### src/rtl/stream_merge_rr_pkg.sv
// Shared types and helpers for the two-input round-robin stream merger.
package stream_merge_rr_pkg;

  localparam int unsigned WIDTH_DEF = 8;

  typedef enum logic {
    SRC0 = 1'b0,
    SRC1 = 1'b1
  } src_t;

  typedef struct packed {
    src_t                 src;
    logic [WIDTH_DEF-1:0] bits;
  } entry_t;

  function automatic int unsigned clog2(input int unsigned value);
    int unsigned r;
    r = 0;
    while ((32'd1 << r) < value) r++;
    return r;
  endfunction

endpackage

### src/rtl/stream_merge_queue.sv
// DEPTH-entry registered FIFO of {src, bits}; head read straight from storage.
module stream_merge_queue
  import stream_merge_rr_pkg::*;
#(
  parameter int unsigned WIDTH = WIDTH_DEF,
  parameter int unsigned DEPTH = 2,
  localparam int unsigned CW = clog2(DEPTH + 1),
  localparam int unsigned PW = (DEPTH > 1) ? clog2(DEPTH) : 1
) (
  input  logic             clk,
  input  logic             reset,
  input  logic             enq_i,
  input  src_t             enq_src_i,
  input  logic [WIDTH-1:0] enq_bits_i,
  input  logic             deq_ready_i,
  output logic             space_o,
  output logic             head_valid_o,
  output src_t             head_src_o,
  output logic [WIDTH-1:0] head_bits_o,
  output logic [CW-1:0]    count_o
);

  typedef struct packed {
    src_t             src;
    logic [WIDTH-1:0] bits;
  } q_entry_t;

  q_entry_t          storage_q [DEPTH];
  q_entry_t          storage_d [DEPTH];
  logic [PW-1:0]     rd_ptr_q, rd_ptr_d;
  logic [PW-1:0]     wr_ptr_q, wr_ptr_d;
  logic [CW-1:0]     count_q, count_d;
  logic              enq, deq;

  function automatic logic [PW-1:0] next_ptr(input logic [PW-1:0] p);
    return (p == PW'(DEPTH - 1)) ? '0 : p + 1'b1;
  endfunction

  always_comb begin
    space_o      = (count_q < CW'(DEPTH));
    head_valid_o = (count_q != '0);
    head_src_o   = storage_q[rd_ptr_q].src;
    head_bits_o  = storage_q[rd_ptr_q].bits;
    count_o      = count_q;

    enq       = enq_i && space_o;
    deq       = head_valid_o && deq_ready_i;
    storage_d = storage_q;
    wr_ptr_d  = wr_ptr_q;
    rd_ptr_d  = rd_ptr_q;
    count_d   = count_q;

    if (enq) begin
      storage_d[wr_ptr_q] = '{src: enq_src_i, bits: enq_bits_i};
      wr_ptr_d            = next_ptr(wr_ptr_q);
    end
    if (deq) rd_ptr_d = next_ptr(rd_ptr_q);

    case ({enq, deq})
      2'b10:   count_d = count_q + 1'b1;
      2'b01:   count_d = count_q - 1'b1;
      default: count_d = count_q;
    endcase
  end

  always_ff @(posedge clk) begin
    if (reset) begin
      storage_q <= '{default: '0};
      rd_ptr_q  <= '0;
      wr_ptr_q  <= '0;
      count_q   <= '0;
    end else begin
      storage_q <= storage_d;
      rd_ptr_q  <= rd_ptr_d;
      wr_ptr_q  <= wr_ptr_d;
      count_q   <= count_d;
    end
  end

endmodule

### src/rtl/stream_merge_rr.sv
// Two-to-one valid/ready merger: round-robin grant feeding a tagged output queue.
module stream_merge_rr
  import stream_merge_rr_pkg::*;
#(
  parameter int unsigned WIDTH = WIDTH_DEF,
  parameter int unsigned DEPTH = 2
) (
  input  logic                        clk,
  input  logic                        reset,
  input  logic                        io_in0_valid,
  output logic                        io_in0_ready,
  input  logic [WIDTH-1:0]            io_in0_bits,
  input  logic                        io_in1_valid,
  output logic                        io_in1_ready,
  input  logic [WIDTH-1:0]            io_in1_bits,
  output logic                        io_out_valid,
  input  logic                        io_out_ready,
  output logic [WIDTH-1:0]            io_out_bits,
  output logic                        io_out_src,
  output logic [clog2(DEPTH+1)-1:0]   io_count
);

  src_t             last_grant_q, last_grant_d;
  src_t             grant;
  src_t             head_src;
  logic             any_valid;
  logic             space;
  logic             enq;
  logic [WIDTH-1:0] enq_bits;

  // Readies use the registered space only, so io_out_ready never reaches them.
  always_comb begin
    any_valid = io_in0_valid || io_in1_valid;
    grant     = SRC0;
    if (io_in0_valid && io_in1_valid)
      grant = (last_grant_q == SRC0) ? SRC1 : SRC0;
    else if (io_in1_valid)
      grant = SRC1;

    io_in0_ready = space && any_valid && (grant == SRC0) && !reset;
    io_in1_ready = space && any_valid && (grant == SRC1) && !reset;

    enq          = (io_in0_valid && io_in0_ready) || (io_in1_valid && io_in1_ready);
    enq_bits     = (grant == SRC1) ? io_in1_bits : io_in0_bits;
    last_grant_d = enq ? grant : last_grant_q;
  end

  always_ff @(posedge clk) begin
    if (reset) last_grant_q <= SRC1;
    else       last_grant_q <= last_grant_d;
  end

  stream_merge_queue #(
    .WIDTH (WIDTH),
    .DEPTH (DEPTH)
  ) u_queue (
    .clk          (clk),
    .reset        (reset),
    .enq_i        (enq),
    .enq_src_i    (grant),
    .enq_bits_i   (enq_bits),
    .deq_ready_i  (io_out_ready),
    .space_o      (space),
    .head_valid_o (io_out_valid),
    .head_src_o   (head_src),
    .head_bits_o  (io_out_bits),
    .count_o      (io_count)
  );

  assign io_out_src = head_src;

endmodule

### config.mk
export PLATFORM = sky130hd
export DESIGN_NAME = stream_merge_rr
export DESIGN_NICKNAME = d
export VERILOG_FILES = /design/src/rtl/stream_merge_rr_pkg.sv /design/src/rtl/stream_merge_queue.sv /design/src/rtl/stream_merge_rr.sv
export SDC_FILE = /design/constraint.sdc
export NUM_CORES = 1
export LEC_CHECK = 0
export CAP_MARGIN = 20
export CORE_ASPECT_RATIO = 0.8
export CORE_UTILIZATION = 49
export CTS_BUF_LIST = sky130_fd_sc_hd__clkbuf_16
export DETAILED_ROUTE_END_ITERATION = 16
export PLACE_DENSITY = 0.83
export SKIP_CTS_REPAIR_TIMING = 1
export SYNTH_ARGS = -nofsm -noshare
export SYNTH_HDL_FRONTEND = slang
export SYNTH_SLANG_ARGS = --single-unit
### constraint.sdc
create_clock -name clk -period 2.75 [get_ports clk]
set_clock_uncertainty 0.1 [all_clocks]
set_input_delay 0.55 -clock clk [delete_from_list [all_inputs] [get_ports clk]]
set_output_delay 0.55 -clock clk [all_outputs]
set_load 0.005 [all_outputs]
==> results of run 1 <==
[where the power goes]
part	switching, mW	internal (mW)	total, mW
Sequential	0.0747	0.392	0.467
Combinational	0.183	0.264	0.447
Clock	0.110	0.194	0.303
[layout make-up]
cell class | count | area, um^2
clock buffers | 3 | 75.07
clock inverters | 1 | 3.754
fillers | 166 | 614.3
inverters | 2 | 7.507
multi-input cells | 83 | 644.4
flip-flops and latches | 23 | 460.4
well taps | 25 | 31.28
repair buffers | 39 | 377.9
[through the flow]
step	power, mW	cell area [um^2]	hold WS (ns)	worst slack, ns	cells
2_1_floorplan	0.7207	1172	0.3448	0.7818	118
3_3_place_gp	0.8966	1521	0.3540	0.2557	172
3_5_place_dp	0.9160	1521	0.3634	0.2073	172
4_1_cts	1.223	1600	0.4063	0.2085	176
5_1_grt	1.285	1600	0.4360	0.1344	176
6_report	1.217	1600	0.4083	0.2042	176
[cells in the final DEF (no fill, tap or decap)]
cell type         n
or3_1             1
mux2i_1           8
clkbuf_16         3
or2_2             1
buf_4             5
inv_1             3
nand2b_1          1
mux2_2            9
a211oi_2          1
nor2b_1           1
nor2_1            4
xor2_1            1
dfxtp_1          23
a211oi_1         15
clkdlybuf4s50_1  34
a21oi_1           5
o21ba_1           1
a21boi_2          1
o22ai_1           1
xnor2_1           2
ha_1              1
a31oi_1          16
or2_1             1
nor3_4            2
and2_2            1
o31ai_1           2
o21ai_0           1
nand4_1           2
or2_4             1
o21a_1            1
nand2_1           3
[kinds of logic (layout without fill, tap and decap cells)]
group / after synthesis / count (layout)
muxes: 17 / 17
buffers and inverters: 12 / 45
xor gates and xnor gates: 3 / 3
AOI/OAI and AO/OA: 44 / 44
adders and majority gates: 1 / 1
DFF: 23 / 23
and+or+nand+nor: 18 / 18
[routing by layer]
metal	GRT usage [%]	up-vias
li1	-	525
met1	30.65	529
met2	46.67	32
met3	5.114	4
met4	5.500	0
met5	0	-
[sequential cells by signal, indices dropped and copies added (netlist names)]
register,count
u_queue.rd_ptr_q,1
u_queue.count_o,2
last_grant_q,1
u_queue.storage_q,18
u_queue.wr_ptr_q,1
[synth_stat cells (2+ instances only)]
cell type,count
mux2i_1,8
dfxtp_1,23
nor2_1,4
mux2_2,9
xnor2_1,2
clkbuf_1,4
nand4_1,2
a211oi_1,15
a31oi_1,16
buf_6,2
nand2_1,3
a21oi_1,5
inv_1,2
nor3_4,2
buf_2,3
o31ai_1,2
[worst paths after layout]
check	slack, ns	end	from	depth (start not counted)
setup / recovery	0.20	io_in1_ready	io_in0_valid	4
setup reg to reg	0.83	u_queue.count_o[1]	u_queue.count_o[1]	6
hold / removal	0.41	u_queue.storage_q[17]	u_queue.storage_q[17]	2
hold reg to reg	0.41	u_queue.storage_q[17]	u_queue.storage_q[17]	2
[worst reg2reg max path: cells and delay by family (launching register included)]
family / cells / cell delay (ns)
DFF: 1 / 0.39
buffers and inverters: 1 / 0.27
and+or+nand+nor: 3 / 0.63
AOI/OAI and AO/OA: 1 / 0.14
adders and majority gates: 1 / 0.32
==> run summary, run 1 <==
status: complete, but fails checks
failing checks: design-rule violations
Max Cap Viol: 0
Num Clock Sinks: 23
Clk pin slew, worst setup/hold paths: 0.06 ns
antenna diode instance count: 0
Layout area overhead: 36.50%
library cells used by synthesis: 32
CTS tree: built
clk_lat worst skew: 0.25 ns
I/O Pins: 35
Post-Synth XOR/XNOR Area: 2.241%
die height: 45.75 um
endpoints failing setup: 0
Setup Crit Path Kind: input pin to output pin
core area: 0.002215 mm^2
largest net degree at the start of global routing: 25
largest stage delay on the critical path: 0.51 ns
share of cells above drive strength 1: 15.89%
Worst Tran Pin Value: 0.5485 ns
Synth area leaders: dfxtp_1 (39%), a211oi_1 (9.6%), mux2_2 (8.6%), a31oi_1 (8.5%), mux2i_1 (6.8%)
post-synthesis sequential element count: 23
Yosys top cell by area: dfxtp_1
Pre-Repair DR Iteration Count: 10
Met2 Wirelength: 1523 um
initial antenna violation count: 0
Vias/cell: 6.193
critical path startpoint category: input pin
largest family of logic cells by synthesized area: compound AO/OA/AOI/OAI gates
row cnt: 15
Initial DRC Count: 27
fmax: 0.3928 GHz
share of the synthesized area in the top cell type: 39.27%
Compound-Gate Fraction of Synth Area: 26.04%
maximum vdd drop: 0.0004564 V
post-synthesis adder-cell area fraction: 1.067%
Primary FF master, synth: dfxtp_1
final worst-path cycle share: 92.57%
area of the mapped netlist: 0.001172 mm^2
placer congestion estimate: 0.7913
final core utilization: 72.26%
grt ovf: 0
asr flop ratio synth: 0%
top sig layer: met4
DP Wirelength: 2001 um
Final ANT Viol Nets: 0
Syn. warnings: 0
die width: 56.69 um
clock buffer depth: 2
total track usage: 25.13%
Leak: 0.5893 nW
IO Port Bufs: 34
Num CTS Buffers: 3
first-pass GRT wire length: 4871 um
DR DRC count: 4
total wire length: 2959 um
Crit-path slowest cell: clkdlybuf4s50_1
mux cell area share after synthesis: 15.47%
via count: 1,090
syn avg cell area: 9.935 um^2
fin crit period: 2.546 ns
sequential share of the synthesized area: 39.27%
post-synth net total: 140
Slew Limit Fails: 0
Power Density: 760.2 mW/mm^2
htree depth: 1
WL met1: 1266 um
metal3 WL: 149 um
Worst EP required: 2.10 ns
Worst EP arrival: 1.90 ns
WL/cell: 16.81 um
crit-path max FO: 5
final hold viol count: 0
initial core utilization: 52.94%
number of synthesized flops with an enable pin: 0
most frequent CP cell: clkdlybuf4s50_1
Die Area: 0.002593 mm^2
post-synthesis cell count: 118
Final nets: 174
Buf+Inv Stages, Crit Path: 2
Critical Path Sink Type: output pin
CTS root buf: clkbuf_16
simple-gate share of the synthesized area: 10.14%
vias in the first global route: 1,060
setup_tns: 0 ns
RSZ-0062 raised after global routing: no
CP delay by family, top: buffers and inverters
critical path cell sequence: clkdlybuf4s50_1 > a21boi_2 > and2_2 > clkdlybuf4s50_1
Max-slew headroom: 63.30%
Min-Delay Path Class: flop to flop
Note: power is estimated with default switching activity, not from simulation.
==> inputs of run 2 (changes only) <==
CORE_UTILIZATION = 52   (was 49)
DONT_BUFFER_PORTS = 1   (was default)
PLACE_DENSITY = 0.67   (was 0.83)
SLEW_MARGIN = 10   (was default)
==> run 2 against run 1 <==
- the flow now finishes without violations
- sequential power is essentially flat
- first-iteration DRC count fell by 19%
- critical path depth shrank 3
- cell count shrank 21%
- combinational power down 34%
- non-clock buffer count is 36 lower
- setup slack better by 0.57 ns
- register-to-register slack better by 0.16 ns
- largest cell class unchanged
- largest power group unchanged
- highest routed layer unchanged
==> run summary, run 2 (synthesis results as in run 1) <==
status: completed
multi-input logic area: 644.4 um^2
placer congestion estimate: 0.7153
grt ovf: 0
register with the most flip-flops: u_queue.storage_q
DP Wirelength: 1621 um
Final nets: 138
share of cells above drive strength 1: 19.13%
clk_lat worst skew: 0.25 ns
critical path cell sequence: mux2_2
largest stage delay on the critical path: 0.65 ns
core area: 0.001997 mm^2
critical path startpoint category: flop
Reg2Reg Capture Point: u_queue.storage_q[4]
Die Area: 0.002450 mm^2
cell internal pwr: 0.7341 mW
IO Port Bufs: 0
Setup Crit Path Kind: flop to output pin
Pre-Repair DR Iteration Count: 4
first-pass GRT wire length: 4015 um
antenna diode instance count: 0
switching pwr: 0.3383 mW
final hold viol count: 0
Worst Min Path Start: reset
Crit. Startpoint: u_queue.rd_ptr_q
Leak: 0.4515 nW
dpl ws: 0.9573 ns
largest net degree at the start of global routing: 26
Worst Tran Pin Value: 0.5231 ns
CTS tree: built
Max-slew headroom: 65.08%
DR DRC count: 0
Power Density: 862.3 mW/mm^2
die height: 44.47 um
Layout area overhead: 6.083%
total track usage: 23.35%
RSZ-0062 raised after global routing: no
max reg flops: 18
R2R Path Start: u_queue.wr_ptr_q
Critical Path Sink Type: output pin
Finished Layout Cells: 139
CTS root buf: clkbuf_16
WL/cell: 17.19 um
vias in the first global route: 841
I/O Pins: 35
hold path depth: 1
sequential share of power: 43.7%
die width: 55.09 um
Register Area: 460.4 um^2
row cnt: 14
fillers: 178
Buf+Inv Stages, Crit Path: 0
sw frac: 31.55%
Min-Delay Path Class: input pin to flop
Max Cap Viol: 0
Worst EP arrival: 1.32 ns
via count: 900
fin crit period: 1.973 ns
clock buffer depth: 2
Num CTS Buffers: 3
Num Clock Sinks: 23
Crit-path slowest cell: dfxtp_1
CP delay by family, top: flip-flops
Setup WS post-layout: 0.7773 ns
endpoints failing setup: 0
Slew Limit Fails: 0
clock power share: 28.7%
logic gate share of total power: 27.6%
Initial DRC Count: 22
Clk pin slew, worst setup/hold paths: 0.06 ns
R2R depth: 3
htree depth: 1
initial antenna violation count: 0
Vias/cell: 6.475
final core utilization: 62.28%
Worst EP required: 2.10 ns
crit-path max FO: 10
setup_tns: 0 ns
initial core utilization: 58.71%
maximum vdd drop: 0.0005592 V
total wire length: 2389 um
Hold Path End: u_queue.storage_q[7]
placed cells: 135
final worst-path cycle share: 71.73%
most frequent cells in the layout: dfxtp_1 (23), a31oi_1 (16), a211oi_1 (15), mux2_2 (9), mux2i_1 (8)
leading cell type in the layout, fill and taps excluded: dfxtp_1
fmax: 0.5069 GHz
r2r setup slk: 0.99 ns
Final ANT Viol Nets: 0
[run 2: stage by stage]
| stage | total power [mW] | area [um^2] | hold WS [ns] |
|---|---|---|---|
| after floorplan | 0.7207 | 1172 | 0.3448 |
| after global placement | 0.7628 | 1165 | 0.3601 |
| after detailed placement | 0.7711 | 1165 | 0.3609 |
| after CTS | 1.077 | 1244 | 0.2487 |
| after global routing | 1.143 | 1244 | 0.2433 |
| final | 1.072 | 1244 | 0.2513 |
[run 2: how the worst max path moves through the flow]
stage / end / slack (ns) / cells past startpoint
2_1_floorplan: u_queue.count_o[1] / 0.78 / 7
3_3_place_gp: u_queue.storage_q[1] / 0.96 / 3
4_1_cts: io_out_bits[0] / 0.77 / 1
3_5_place_dp: io_in0_ready / 0.96 / 4
6_report: io_out_bits[0] / 0.78 / 1
5_1_grt: io_in0_ready / 0.68 / 4
[run 2: power groups by stage]
stage | combinational, mW | clock [mW] | sequential, mW
6_report | 0.296 | 0.308 | 0.469
5_1_grt | 0.336 | 0.325 | 0.482
4_1_cts | 0.297 | 0.312 | 0.468
3_5_place_dp | 0.295 | 0 | 0.476
3_3_place_gp | 0.289 | 0 | 0.474
2_1_floorplan | 0.287 | 0 | 0.434
[run 2: routing by layer]
layer | track usage [%] | wire length (um) | vias to the layer above
li1 | - | - | 444
met1 | 30.54 | 1129 | 420
met2 | 35.90 | 1066 | 32
met3 | 8.935 | 166 | 4
met4 | 6.000 | 26 | 0
met5 | 0 | 0 | -
[run 2: area by class of cell]
class,instances,area share (%)
inverters,2,0.6036
clock buffers,3,6.036
flip-flops and latches,23,37.02
well taps,24,2.414
multi-input cells,83,51.81
clock inverters,1,0.3018
repair buffers,3,1.811
==> inputs of run 3 (changes only) <==
PLACE_DENSITY = 0.7   (was 0.67)
clock period = 1.8 ns   (was 2.75 ns; I/O delays follow)
==> run 3 against run 2 <==
- final area increased by 3.4%
- via count increased by 3.7%
- first-iteration DRC count decreased by 23%
- sequential share of layout area decreased by 1.2 points
- sequential power increased by 42%
- utilization increased by 2.1 points
- global-route usage increased by 1.0 points
- clock power increased by 56%
- worst hold slack got worse by 0.19 ns
- critical endpoint is now io_in0_ready
- largest cell class unchanged
==> run summary, run 3 (synthesis results as in run 1) <==
status: completed
fin crit period: 1.683 ns
Die Area: 0.002450 mm^2
DR DRC count: 0
die height: 44.47 um
maximum vdd drop: 0.001076 V
placer congestion estimate: 0.7269
busiest layer in global routing: met2
critical path startpoint category: flop
Register Area: 460.4 um^2
fmax: 0.5943 GHz
multi-input logic area: 644.4 um^2
CTS tree: built
Setup Crit Path Kind: flop to output pin
max reg flops: 18
setup_tns: 0 ns
share of cells above drive strength 1: 23.33%
Max-slew headroom: 66.92%
DP Wirelength: 1745 um
clock buffer depth: 2
Num Clock Sinks: 23
endpoints failing setup: 0
Pre-Repair DR Iteration Count: 4
Initial DRC Count: 17
Min-Delay Path Class: input pin to flop
Final ANT Viol Nets: 0
core area: 0.001997 mm^2
Num CTS Buffers: 3
clk_lat worst skew: 0.26 ns
die width: 55.09 um
Critical Path Sink Type: output pin
Max Cap Viol: 0
final hold viol count: 0
met3 GRT Util: 10.31%
Clk pin slew, worst setup/hold paths: 0.06 ns
vias in the first global route: 875
Global Route met2 Usage: 35.18%
dpl ws: 0.1925 ns
leading cell type in the layout, fill and taps excluded: dfxtp_1
CTS root buf: clkbuf_16
Slew Limit Fails: 0
Power Density: 1322 mW/mm^2
final worst-path cycle share: 93.48%
grt ovf: 0
via count: 933
GR Util met1: 33.68%
Final nets: 143
Leak: 0.4767 nW
Worst EP required: 1.34 ns
IO Port Bufs: 0
Vias/cell: 6.479
Finished Layout Cells: 144
antenna diode instance count: 0
most frequent cells in the layout: dfxtp_1 (23), a31oi_1 (16), a211oi_1 (15), mux2_2 (9), mux2i_1 (8)
register with the most flip-flops: u_queue.storage_q
Setup WS post-layout: 0.1174 ns
row cnt: 14
RSZ-0062 raised after global routing: no
total track usage: 24.39%
Worst EP arrival: 1.22 ns
initial core utilization: 58.71%
fillers: 174
Layout area overhead: 9.712%
crit-path max FO: 21
WL/cell: 18.21 um
first-pass GRT wire length: 4195 um
largest net degree at the start of global routing: 26
initial antenna violation count: 0
htree depth: 1
placed cells: 140
total wire length: 2622 um
I/O Pins: 35
Worst Tran Pin Value: 0.4944 ns
==> run 3: cell types whose count changed in the layout (fill, tap and decap cells not counted) <==
| cell | delta |
|---|---|
| buf_6 | +1 |
| buf_4 | +4 |
| inv_1 | -1 |
| clkinv_2 | +1 |
==> run 3: cell type report <==
| type | count | area share [%] |
|---|---|---|
| clock buffer | 3 | 5.837 |
| clock inverter | 1 | 0.3891 |
| tap | 24 | 2.335 |
| multi-input combinational | 83 | 50.10 |
| inverter | 2 | 0.5837 |
| timing repair buffer | 8 | 4.961 |
| sequential | 23 | 35.80 |
==> run 3: routing by layer <==
metal  up-vias  part of all wire, %
li1        457                    -
met2        33                   45
met1       441                   48
met3         2                  7.6
met5         -                    0
met4         0                 0.34
==> run 3: final timing paths <==
kind	start	end	cells after the start	slack, ns
setup / recovery	u_queue.count_o[1]	io_in0_ready	4	0.12
hold / removal	reset	u_queue.storage_q[7]	1	0.06
setup reg to reg	u_queue.count_o[1]	u_queue.count_o[1]	5	0.18
hold reg to reg	u_queue.storage_q[8]	u_queue.storage_q[8]	2	0.37
==> run 3: power breakdown <==
group	switching, mW	internal [mW]	total [mW]	leakage [nW]
Sequential	0.0697	0.598	0.668	0.189
Clock	0.182	0.299	0.481	0.0409
Combinational	0.290	0.262	0.551	0.247
==> run 3: stage by stage <==
step	utilization (%)	cell area [um^2]	hold WS, ns	total power [mW]
after floorplan	-	1172	0.3246	1.101
after global placement	60.21	1202	0.3269	1.202
after detailed placement	60.21	1202	0.3297	1.222
after CTS	64.22	1282	0.05861	1.705
after global routing	64.41	1286	0.05322	1.806
final	64.41	1286	0.06014	1.700
==> run 3: critical path, stage by stage, from the launching register on <==
cell and delay, ns:
dfxtp_1 0.35, nor2_1 0.17, buf_6 0.22, nand2_1 0.07
a21oi_1 0.15
